## config.mk

```make
export PLATFORM = sky130hd
export DESIGN_NAME = vga_box_plotter
export DESIGN_NICKNAME = d
export VERILOG_FILES = /design/src/rtl/vga_box_plotter.sv
export SDC_FILE = /design/constraint.sdc
export NUM_CORES = 1
export LEC_CHECK = 0
export BUFFER_PORTS_ARGS = -buffer_cell sky130_fd_sc_hd__buf_4
export CAP_MARGIN = 20
export CORE_MARGIN = 2
export CORE_UTILIZATION = 30
export CTS_CLUSTER_DIAMETER = 40
export DETAILED_ROUTE_END_ITERATION = 6
export PLACE_DENSITY_LB_ADDON = 0.1
export SLEW_MARGIN = 20
export SYNTH_ARGS = -nofsm -noshare
export SYNTH_HDL_FRONTEND = slang
export SYNTH_SLANG_ARGS = --single-unit
```

## constraint.sdc

```tcl
create_clock -name iClock -period 4.1 [get_ports iClock]
set_input_delay 0.82 -clock iClock [delete_from_list [all_inputs] [get_ports iClock]]
set_output_delay 0.82 -clock iClock [all_outputs]
set_load 0.05 [all_outputs]
```

## src/rtl/vga_box_plotter.sv

```systemverilog
// Box plotter for the VGA adapter: draws a BOX_W x BOX_H box (clipped to screen) or clears the screen,
// one pixel per cycle. Optional outline-only mode enabled by VGA_BOX_OUTLINE_EN.
module vga_box_plotter #(
    parameter int X_SCREEN_PIXELS = 160,
    parameter int Y_SCREEN_PIXELS = 120,
    parameter int X_W             = 8,
    parameter int Y_W             = 7,
    parameter int BOX_W           = 4,
    parameter int BOX_H           = 4,
    parameter int COLOUR_W        = 3
) (
    input  logic                iClock,
    input  logic                iResetn,
    input  logic                iLoadX,
    input  logic                iPlotBox,
    input  logic                iBlack,
`ifdef VGA_BOX_OUTLINE_EN
    input  logic                iOutline,
`endif
    input  logic [COLOUR_W-1:0] iColour,
    input  logic [X_W-1:0]      iXY_Coord,
    output logic [X_W-1:0]      oX,
    output logic [Y_W-1:0]      oY,
    output logic [COLOUR_W-1:0] oColour,
    output logic                oPlot,
    output logic                oBusy,
    output logic                oDone
);

    typedef enum logic [1:0] {IDLE, DRAW, CLEAR, DONE} state_t;

    localparam logic [X_W-1:0] BX_LAST = X_W'(BOX_W - 1);
    localparam logic [Y_W-1:0] BY_LAST = Y_W'(BOX_H - 1);
    localparam logic [X_W-1:0] SX_LAST = X_W'(X_SCREEN_PIXELS - 1);
    localparam logic [Y_W-1:0] SY_LAST = Y_W'(Y_SCREEN_PIXELS - 1);
    localparam logic [X_W:0]   X_LIM   = (X_W+1)'(X_SCREEN_PIXELS);
    localparam logic [Y_W:0]   Y_LIM   = (Y_W+1)'(Y_SCREEN_PIXELS);

    state_t              state, nxt_state;
    logic [X_W-1:0]      x0, nxt_x0, dx, nxt_dx;
    logic [Y_W-1:0]      y0, nxt_y0, dy, nxt_dy;
    logic [COLOUR_W-1:0] col, nxt_col;
    logic                outline, nxt_outline, outline_in;
    logic                plot_q, black_q, armed;
    logic                plot_rise, black_rise;
    logic [X_W:0]        x_sum;
    logic [Y_W:0]        y_sum;
    logic                border, on_screen, draw_plot;

`ifdef VGA_BOX_OUTLINE_EN
    assign outline_in = iOutline;
`else
    assign outline_in = 1'b0;
`endif

    // armed blocks the first cycle after reset so a level held through release is not seen as an edge
    assign plot_rise  = armed & iPlotBox & ~plot_q;
    assign black_rise = armed & iBlack & ~black_q;

    always_comb begin
        nxt_state   = state;
        nxt_x0      = x0;
        nxt_y0      = y0;
        nxt_col     = col;
        nxt_outline = outline;
        nxt_dx      = dx;
        nxt_dy      = dy;
        case (state)
            IDLE: begin
                if (iLoadX) nxt_x0 = iXY_Coord;
                if (black_rise) begin
                    nxt_state = CLEAR;
                    nxt_dx    = '0;
                    nxt_dy    = '0;
                end else if (plot_rise) begin
                    nxt_state   = DRAW;
                    nxt_y0      = iXY_Coord[Y_W-1:0];
                    nxt_col     = iColour;
                    nxt_outline = outline_in;
                    nxt_dx      = '0;
                    nxt_dy      = '0;
                end
            end
            DRAW: begin
                if (dx == BX_LAST) begin
                    nxt_dx = '0;
                    if (dy == BY_LAST) nxt_state = DONE;
                    else               nxt_dy = dy + 1'b1;
                end else begin
                    nxt_dx = dx + 1'b1;
                end
            end
            CLEAR: begin
                if (dx == SX_LAST) begin
                    nxt_dx = '0;
                    if (dy == SY_LAST) nxt_state = DONE;
                    else               nxt_dy = dy + 1'b1;
                end else begin
                    nxt_dx = dx + 1'b1;
                end
            end
            default: nxt_state = IDLE;
        endcase
    end

    // Pixel outputs are registered from the next-state values so they line up with the state
    always_comb begin
        x_sum     = {1'b0, nxt_x0} + {1'b0, nxt_dx};
        y_sum     = {1'b0, nxt_y0} + {1'b0, nxt_dy};
        border    = (nxt_dx == '0) || (nxt_dx == BX_LAST) || (nxt_dy == '0) || (nxt_dy == BY_LAST);
        on_screen = (x_sum < X_LIM) && (y_sum < Y_LIM);
        draw_plot = on_screen && (!nxt_outline || border);
    end

    always_ff @(posedge iClock or negedge iResetn) begin
        if (!iResetn) begin
            state   <= IDLE;
            x0      <= '0;
            y0      <= '0;
            col     <= '0;
            outline <= 1'b0;
            dx      <= '0;
            dy      <= '0;
            plot_q  <= 1'b0;
            black_q <= 1'b0;
            armed   <= 1'b0;
            oX      <= '0;
            oY      <= '0;
            oColour <= '0;
            oPlot   <= 1'b0;
            oBusy   <= 1'b0;
            oDone   <= 1'b0;
        end else begin
            state   <= nxt_state;
            x0      <= nxt_x0;
            y0      <= nxt_y0;
            col     <= nxt_col;
            outline <= nxt_outline;
            dx      <= nxt_dx;
            dy      <= nxt_dy;
            plot_q  <= iPlotBox;
            black_q <= iBlack;
            armed   <= 1'b1;
            oBusy   <= (nxt_state == DRAW) || (nxt_state == CLEAR);
            oDone   <= (nxt_state == DONE);
            case (nxt_state)
                DRAW: begin
                    oX      <= x_sum[X_W-1:0];
                    oY      <= y_sum[Y_W-1:0];
                    oColour <= nxt_col;
                    oPlot   <= draw_plot;
                end
                CLEAR: begin
                    oX      <= nxt_dx;
                    oY      <= nxt_dy;
                    oColour <= '0;
                    oPlot   <= 1'b1;
                end
                default: oPlot <= 1'b0;
            endcase
        end
    end

endmodule

```

==> run summary, run 1 <==
Worst VDD drop - 0.000147 V
class of the worst hold path - flop to flop
antenna-violating nets left - 0
Comb pwr share - 0.056
R2R Path Start - dx[3]$_DFF_PN0_
leading cell type by number of instances after synthesis - dfrtp_1
Via density - 4.93
WS Path Type - flop to flop
NetSw - 0.316 mW
Least-Margin Pin Slew - 785 ps
Worst-Skew Late Latency - 330 ps
largest net degree at the start of global routing - 61
row count - 39
initial DRC count - 67
CP Data Arrival Time - 4230 ps
gpl congestion - 0.811
Post-Syn Area per Cell - 10.1 um^2
Synth Flop Type - dfrtp_1
gr usage total - 0.160
P_int - 1.07 mW
CTS tree - built
final count of negative-setup-slack endpoints - 0
PD cells - 308 mW/mm^2
total power - 1.39 mW
DP Area - 0.00409 mm^2
Diodes inserted - 0
total of max-cap violations - 0
area share of the largest cell type after synthesis - 0.434
drt first pass iters - 4
met2 WL - 4.12 mm
final number of max-transition violations - 0
# IOs - 37
post-synthesis register bit count - 60
DRT Wirelength - 9.29 mm
FF-to-FF End - oPlot$_DFF_PN0_
crit path time final - 3980 ps
Critical Path Source Type - flop
CTS root buffer - clkbuf_16
wl on met1 - 4.79 mm
area leader, netlist - dfrtp_1
fin nets - 450
first-pass GRT wire length - 15.5 mm
Synthesis Warnings - 0
highest clock rate - 251 MHz
FF-to-FF setup slack - 120 ps
Yosys cell types - 57
clock sink count - 60
WHS Endpoint - oX[6]$_DFFE_PN0P_
Syn Inst Count - 341
Reg clk slew, reported paths - 50 ps
Congestion Overflow GR - 0
Post-synth EDFFs - 0
Placeable Area - 0.0113 mm^2
hold bufs inserted after CTS - 0
WL/cell - 16.6 um
R2R cell count - 13
deepest level of the CTS H-tree - 3
final hold violations - 0
Period Utilization, post-route - 0.971
RSZ-0062 raised after global routing - yes
hold_ws - 482 ps
Rel. slew slack - 0.477
Synthesized Nets - 379
run status - finished, final reports clean
DP HPWL - 6.90 mm
Synth Cell Area - 0.00346 mm^2
CP required - 4350 ps
register area share after synthesis - 0.434
Die Y-Extent - 111 um
DRC violations left - 0
total CTS buffers - 9
Die Wd - 111 um
crit-path max FO - 5
Worst Clk Skew - 8.87 ps
vias - 2756
Port Buffers - 36
post-route cell area - 0.00450 mm^2
Area growth syn-to-layout - 30.2%
list of most frequent post-synthesis cells - dfrtp_1 (60), nand2_1 (27), o21ai_0 (24), mux2_2 (21), nor2_1 (21)
Hold Crit Depth - 1
met3 wire len - 246 um
Clk pwr share - 0.506
switch share - 0.228
die area - 0.0124 mm^2
sequential group share of total power - 0.438
vias in the first global route - 2898
initial antenna violation count - 0
min-delay src - oX[6]$_DFFE_PN0P_
uppermost layer routed - met4
clock buffer depth - 2
FFs w/ async S/R, synth - 1.00
Leak - 2.10 nW
Crit. End Element - flop
Initial Utilization - 0.306
fraction of layout cells with a size suffix above 1 - 0.308
Area contributors post-synth - dfrtp_1 (43%), ha_1 (7.2%), mux2_2 (6.8%), o21ai_0 (3.5%), nand2_1 (2.9%)
-- routing by layer --
| metal | vias up | track usage |
|---|---|---|
| li1 | 1378 | - |
| met1 | 1325 | 0.233 |
| met2 | 41 | 0.242 |
| met3 | 12 | 0.0256 |
| met4 | 0 | 0.0551 |
| met5 | - | 0 |
-- what timing repair did --
action | 4_1_cts | 5_1_grt
setup endpoints to repair | 1 | 5
setup buffers | 1 | 3
resized for setup | 7 | 18
pin swaps | 3 | 6
hold endpoints to repair | 0 | 0
-- per-stage QoR --
| stage | util | instances | TNS [ps] | setup slack, ps |
|---|---|---|---|---|
| 6_report | 0.398 | 559 | 0 | 118 |
| 5_1_grt | 0.398 | 559 | -71.4 | -60.5 |
| 4_1_cts | 0.388 | 556 | 0 | 14.7 |
| 3_5_place_dp | 0.362 | 540 | -74.9 | -74.9 |
| 3_3_place_gp | 0.362 | 540 | -39.7 | -39.7 |
| 2_1_floorplan | - | 341 | 0 | 104 |
-- worst max-delay path, cell delays in order (launching register included) --
cell	delay (ps)
dfrtp_1	380
or4_4	550
or4b_4	550
a22oi_4	290
nand2b_4	200
nand2_1	120
ha_1	290
a21o_1	150
a21oi_1	270
nor2b_2	90
o311ai_1	440
a211oi_2	160
a211o_1	260
a32oi_1	140
-- flip-flops by register name, indices dropped and copies added (netlist names) --
name	flops
state	2
oY	7
oX	8
oBusy	1
col	3
y0	7
oDone	1
outline	1
plot_q	1
oColour	3
black_q	1
dy	7
armed	1
dx	8
x0	8
oPlot	1
-- area by class of cell --
cell class                      instances  area (um^2)
Clock buffer                           13          260
Clock inverter                          2         10.0
Fill cell                            1144         6820
Inverter                               14         52.6
Multi-Input combinational cell        256         1960
Sequential cell                        60         1500
Tap cell                              143          179
Timing Repair Buffer                   71          544
-- kinds of logic (layout without fill, tap and decap cells) --
logic type                 after synthesis  after routing  share of synthesized area
adders and majority gates               22             22                     0.0839
and+or+nand+nor                        107            107                      0.164
buffers and inverters                   25            100                     0.0293
xor gates and xnor gates                13             13                     0.0329
AOI/OAI and AO/OA                       87             87                      0.172
DFF                                     60             60                      0.434
other                                    1              1                    0.00108
muxes                                   26             26                     0.0828
-- power groups by stage --
stage	clock, mW	sequential (mW)	combinational (mW)
finish	0.701	0.606	0.0781
global route	0.745	0.607	0.0881
CTS	0.720	0.606	0.0781
detailed placement	0	0.616	0.0774
global placement	0	0.616	0.0764
floorplan	0	0.630	0.0219
-- placed cells by master (no fill, tap or decap), types with 4 or more instances in the layout --
master / synthesis / layout
dfrtp_1: 60 / 60
nor2b_1: 8 / 7
a21o_1: 6 / 6
nor2_1: 21 / 21
nand2_1: 27 / 27
xnor2_1: 7 / 6
and3_1: 4 / 4
nand2b_1: 8 / 7
nand3_1: 11 / 11
ha_1: 20 / 18
o21ai_0: 24 / 21
mux2i_1: 5 / 4
xor2_1: 6 / 6
mux2_2: 21 / 21
buf_4: 0 / 68
a22o_1: 4 / 4
nor3_1: 7 / 6
a21oi_1: 20 / 16
a21oi_2: 0 / 4
clkbuf_16: 0 / 9
inv_1: 14 / 14
-- worst max path at each step --
stage                     from               to  slack [ps]  cells after the start
3_3_place_gp            iBlack  oPlot$_DFF_PN0_         -40                     15
3_5_place_dp   dx[3]$_DFF_PN0_  oPlot$_DFF_PN0_         -70                     15
6_report       dx[3]$_DFF_PN0_  oPlot$_DFF_PN0_         120                     13
4_1_cts        dx[3]$_DFF_PN0_  oPlot$_DFF_PN0_          10                     15
5_1_grt        dx[3]$_DFF_PN0_  oPlot$_DFF_PN0_         -60                     15
2_1_floorplan  dx[3]$_DFF_PN0_  oPlot$_DFF_PN0_         100                     15
No activity file was read; power rests on OpenSTA's default activity.
==> run 2: changes to the inputs <==
--- a/config.mk
+++ b/config.mk
@@ -8,7 +8,7 @@
 export BUFFER_PORTS_ARGS = -buffer_cell sky130_fd_sc_hd__buf_4
 export CAP_MARGIN = 20
 export CORE_MARGIN = 2
-export CORE_UTILIZATION = 30
+export CORE_UTILIZATION = 53
 export CTS_CLUSTER_DIAMETER = 40
 export DETAILED_ROUTE_END_ITERATION = 6
 export PLACE_DENSITY_LB_ADDON = 0.1
==> run 2 against run 1 <==
Compared with the run above:
- the flow now finishes with violations (negative setup slack)
- core utilization grew 29 points
- sequential share of layout area grew 1.3 points
- worst setup slack lost 140 ps
- first-iteration DRC count grew 140%
- worst hold slack gained 2.1 ps
==> run summary, run 2 (synthesized netlist as in run 1, its figures left out) <==
run status - finished, violations left (was finished, final reports clean)
failing checks - negative setup slack
initial DRC count - 159 (was 67)
Crit. Startpoint - dx[6]$_DFF_PN0_ (was dx[3]$_DFF_PN0_)
Inst Count DP - 468 (was 540)
Worst-Skew Late Latency - 340 ps (was 330 ps)
final hold violations - 0 (unchanged)
Critical Path Source Type - flop (unchanged)
Die Wd - 84.8 um (was 111 um)
Rel. slew slack - 0.502 (was 0.477)
Port Buffers - 36 (unchanged)
vias in the first global route - 2874 (was 2898)
final count of negative-setup-slack endpoints - 1 (was 0)
hold bufs inserted after CTS - 0 (unchanged)
crit path time final - 4130 ps (was 3980 ps)
Reg clk slew, reported paths - 70 ps (was 50 ps)
Regs by FF count - dx x8, oX x8, x0 x8 (unchanged)
deepest level of the CTS H-tree - 3 (unchanged)
RSZ-0062 raised after global routing - yes (unchanged)
initial antenna violation count - 0 (unchanged)
clock buffer depth - 2 (unchanged)
Register Area - 0.00150 mm^2 (unchanged)
CTS tree - built (unchanged)
Period Utilization, post-route - 1.01 (was 0.971)
hold_ws - 484 ps (was 482 ps)
crit-path max FO - 7 (was 5)
Congestion Overflow GR - 0 (unchanged)
vias - 2901 (was 2756)
commonest non-fill, non-tap cells in the layout - buf_4 (66), dfrtp_1 (60), nand2_1 (26), nor2_1 (21), o21ai_0 (21) (was buf_4 (68), dfrtp_1 (60), nand2_1 (27))
fin nets - 447 (was 450)
fraction of layout cells with a size suffix above 1 - 0.312 (was 0.308)
CP required - 4350 ps (about the same)
worst setup margin - -25.7 ps (was 118 ps)
total CTS buffers - 9 (unchanged)
DRT Wirelength - 8.91 mm (was 9.29 mm)
WL/cell - 18.1 um (was 16.6 um)
DP HPWL - 6.25 mm (was 6.90 mm)
clock sink count - 60 (unchanged)
largest net degree at the start of global routing - 61 (unchanged)
Worst path slowest cell - or4b_4 (was or4_4)
die area - 0.00719 mm^2 (was 0.0124 mm^2)
total of max-cap violations - 0 (unchanged)
dpl ws - 28.4 ps (was -74.9 ps)
met2 Usage GRT - 0.389 (was 0.242)
met3 Resource Use GR - 0.0472 (was 0.0256)
CP Data Arrival Time - 4380 ps (was 4230 ps)
antenna-violating nets left - 0 (unchanged)
final number of max-transition violations - 0 (unchanged)
multi-input logic area - 0.00195 mm^2 (was 0.00196 mm^2)
CTS root buffer - clkbuf_8 (was clkbuf_16)
min-delay src - oX[6]$_DFFE_PN0P_ (unchanged)
PD cells - 295 mW/mm^2 (was 308 mW/mm^2)
Crit. End Element - flop (unchanged)
Worst VDD drop - 0.000233 V (was 0.000147 V)
DP Area - 0.00397 mm^2 (was 0.00409 mm^2)
R2R Path Start - dx[6]$_DFF_PN0_ (was dx[3]$_DFF_PN0_)
Leak - 2.06 nW (was 2.10 nW)
highest clock rate - 242 MHz (was 251 MHz)
gpl congestion - 0.929 (was 0.811)
post-route cell area - 0.00434 mm^2 (was 0.00450 mm^2)
row count - 29 (was 39)
Initial Utilization - 0.545 (was 0.306)
Via density - 5.91 (was 4.93)
drt first pass iters - 4 (unchanged)
WS Path Type - flop to flop (unchanged)
total power - 1.28 mW (was 1.39 mW)
DRC violations left - 0 (unchanged)
met1 usage - 0.361 (was 0.233)
gr usage total - 0.251 (was 0.160)
Worst Clk Skew - 12.7 ps (was 8.87 ps)
Least-Margin Pin Slew - 747 ps (was 785 ps)
Fill cells - 503 (was 1144)
Die Y-Extent - 84.8 um (was 111 um)
post-route insts no fill - 491 (was 559)
class of the worst hold path - flop to flop (unchanged)
commonest non-fill, non-tap cell in the layout - buf_4 (unchanged)
# IOs - 37 (unchanged)
Area growth syn-to-layout - 25.3% (was 30.2%)
critical path, cell by cell - or4_4 -> or4b_4 -> a22oi_4 -> mux2i_2 -> ha_2 -> fa_2 -> a21o_1 -> a21oi_2 -> o21bai_1 -> a21oi_2 -> o21bai_1 -> a221o_1 -> a211o_1 -> a32oi_1 (was or4_4 -> or4b_4 -> a22oi_4 -> nand2b_4 -> nand2_1 -> ha_1 -> a21o_1 -> a21oi_1 -> nor2b_2 -> o311ai_1 -> a211oi_2 -> a211o_1 -> a32oi_1)
first-pass GRT wire length - 14.0 mm (was 15.5 mm)
CP peak stage delay - 580 ps (was 550 ps)
gr busiest metal - met2 (unchanged)
Placeable Area - 0.00635 mm^2 (was 0.0113 mm^2)
Diodes inserted - 0 (unchanged)
-- run 2: cell count changes in the layout (fill, tap and decap cells not counted), moves of 2 or more --
cell and change:
clkbuf_8 +8, bufinv_16 +2, clkbuf_16 -9, buf_4 -2
-- run 2: through the flow --
step                utilization  TNS [ps]
global route              0.683      -137
floorplan                     -         0
CTS                       0.660         0
detailed placement        0.625         0
global placement          0.625         0
finish                    0.683     -25.7
-- run 2: per-layer routing --
| metal | routed length [um] | part of all wire |
|---|---|---|
| met1 | 4040 | 0.45 |
| met2 | 4250 | 0.48 |
| met3 | 480 | 0.054 |
| met4 | 141 | 0.016 |
| met5 | 0 | 0 |
-- run 2: area by class of cell --
class                   instances  area share
well taps                      77      0.0222
multi-input cells             256       0.450
clock inverters                 4      0.0167
clock buffers                  12      0.0335
repair buffers                 68       0.119
flip-flops and latches         60       0.346
inverters                      14      0.0121
-- run 2: what timing repair did --
action,4_1_cts,5_1_grt
pin swaps,0,21
gates resized for setup,1,25
endpoints found under the setup margin,1,2
setup buffers,0,7
-- run 2: worst paths after layout --
| check | endpoint | slack, ps | cells after the start |
|---|---|---|---|
| max | oPlot$_DFF_PN0_ | -30 | 14 |
| max in group asynchronous | y0[3]$_DFF_PN0_ | 3050 | 1 |
| min | oX[6]$_DFFE_PN0P_ | 480 | 1 |
| min in group asynchronous | oDone$_DFF_PN0_ | 550 | 1 |
| min reg2reg | oX[6]$_DFFE_PN0P_ | 480 | 1 |
| max reg2reg | oPlot$_DFF_PN0_ | -30 | 14 |
-- run 2: worst max-delay path, delay by kind of cell (launching register included) --
| kind | cells | cell delay (ps) |
|---|---|---|
| mux | 1 | 140 |
| flops | 1 | 380 |
| simple gates | 2 | 1120 |
| fa+ha+maj | 2 | 600 |
| compound gates | 9 | 1810 |
-- run 2: report_power, final --
group	total, mW	switching (mW)	internal (mW)
clock network	0.596	0.237	0.359
logic	0.0771	0.0480	0.0291
registers	0.605	0.00380	0.601
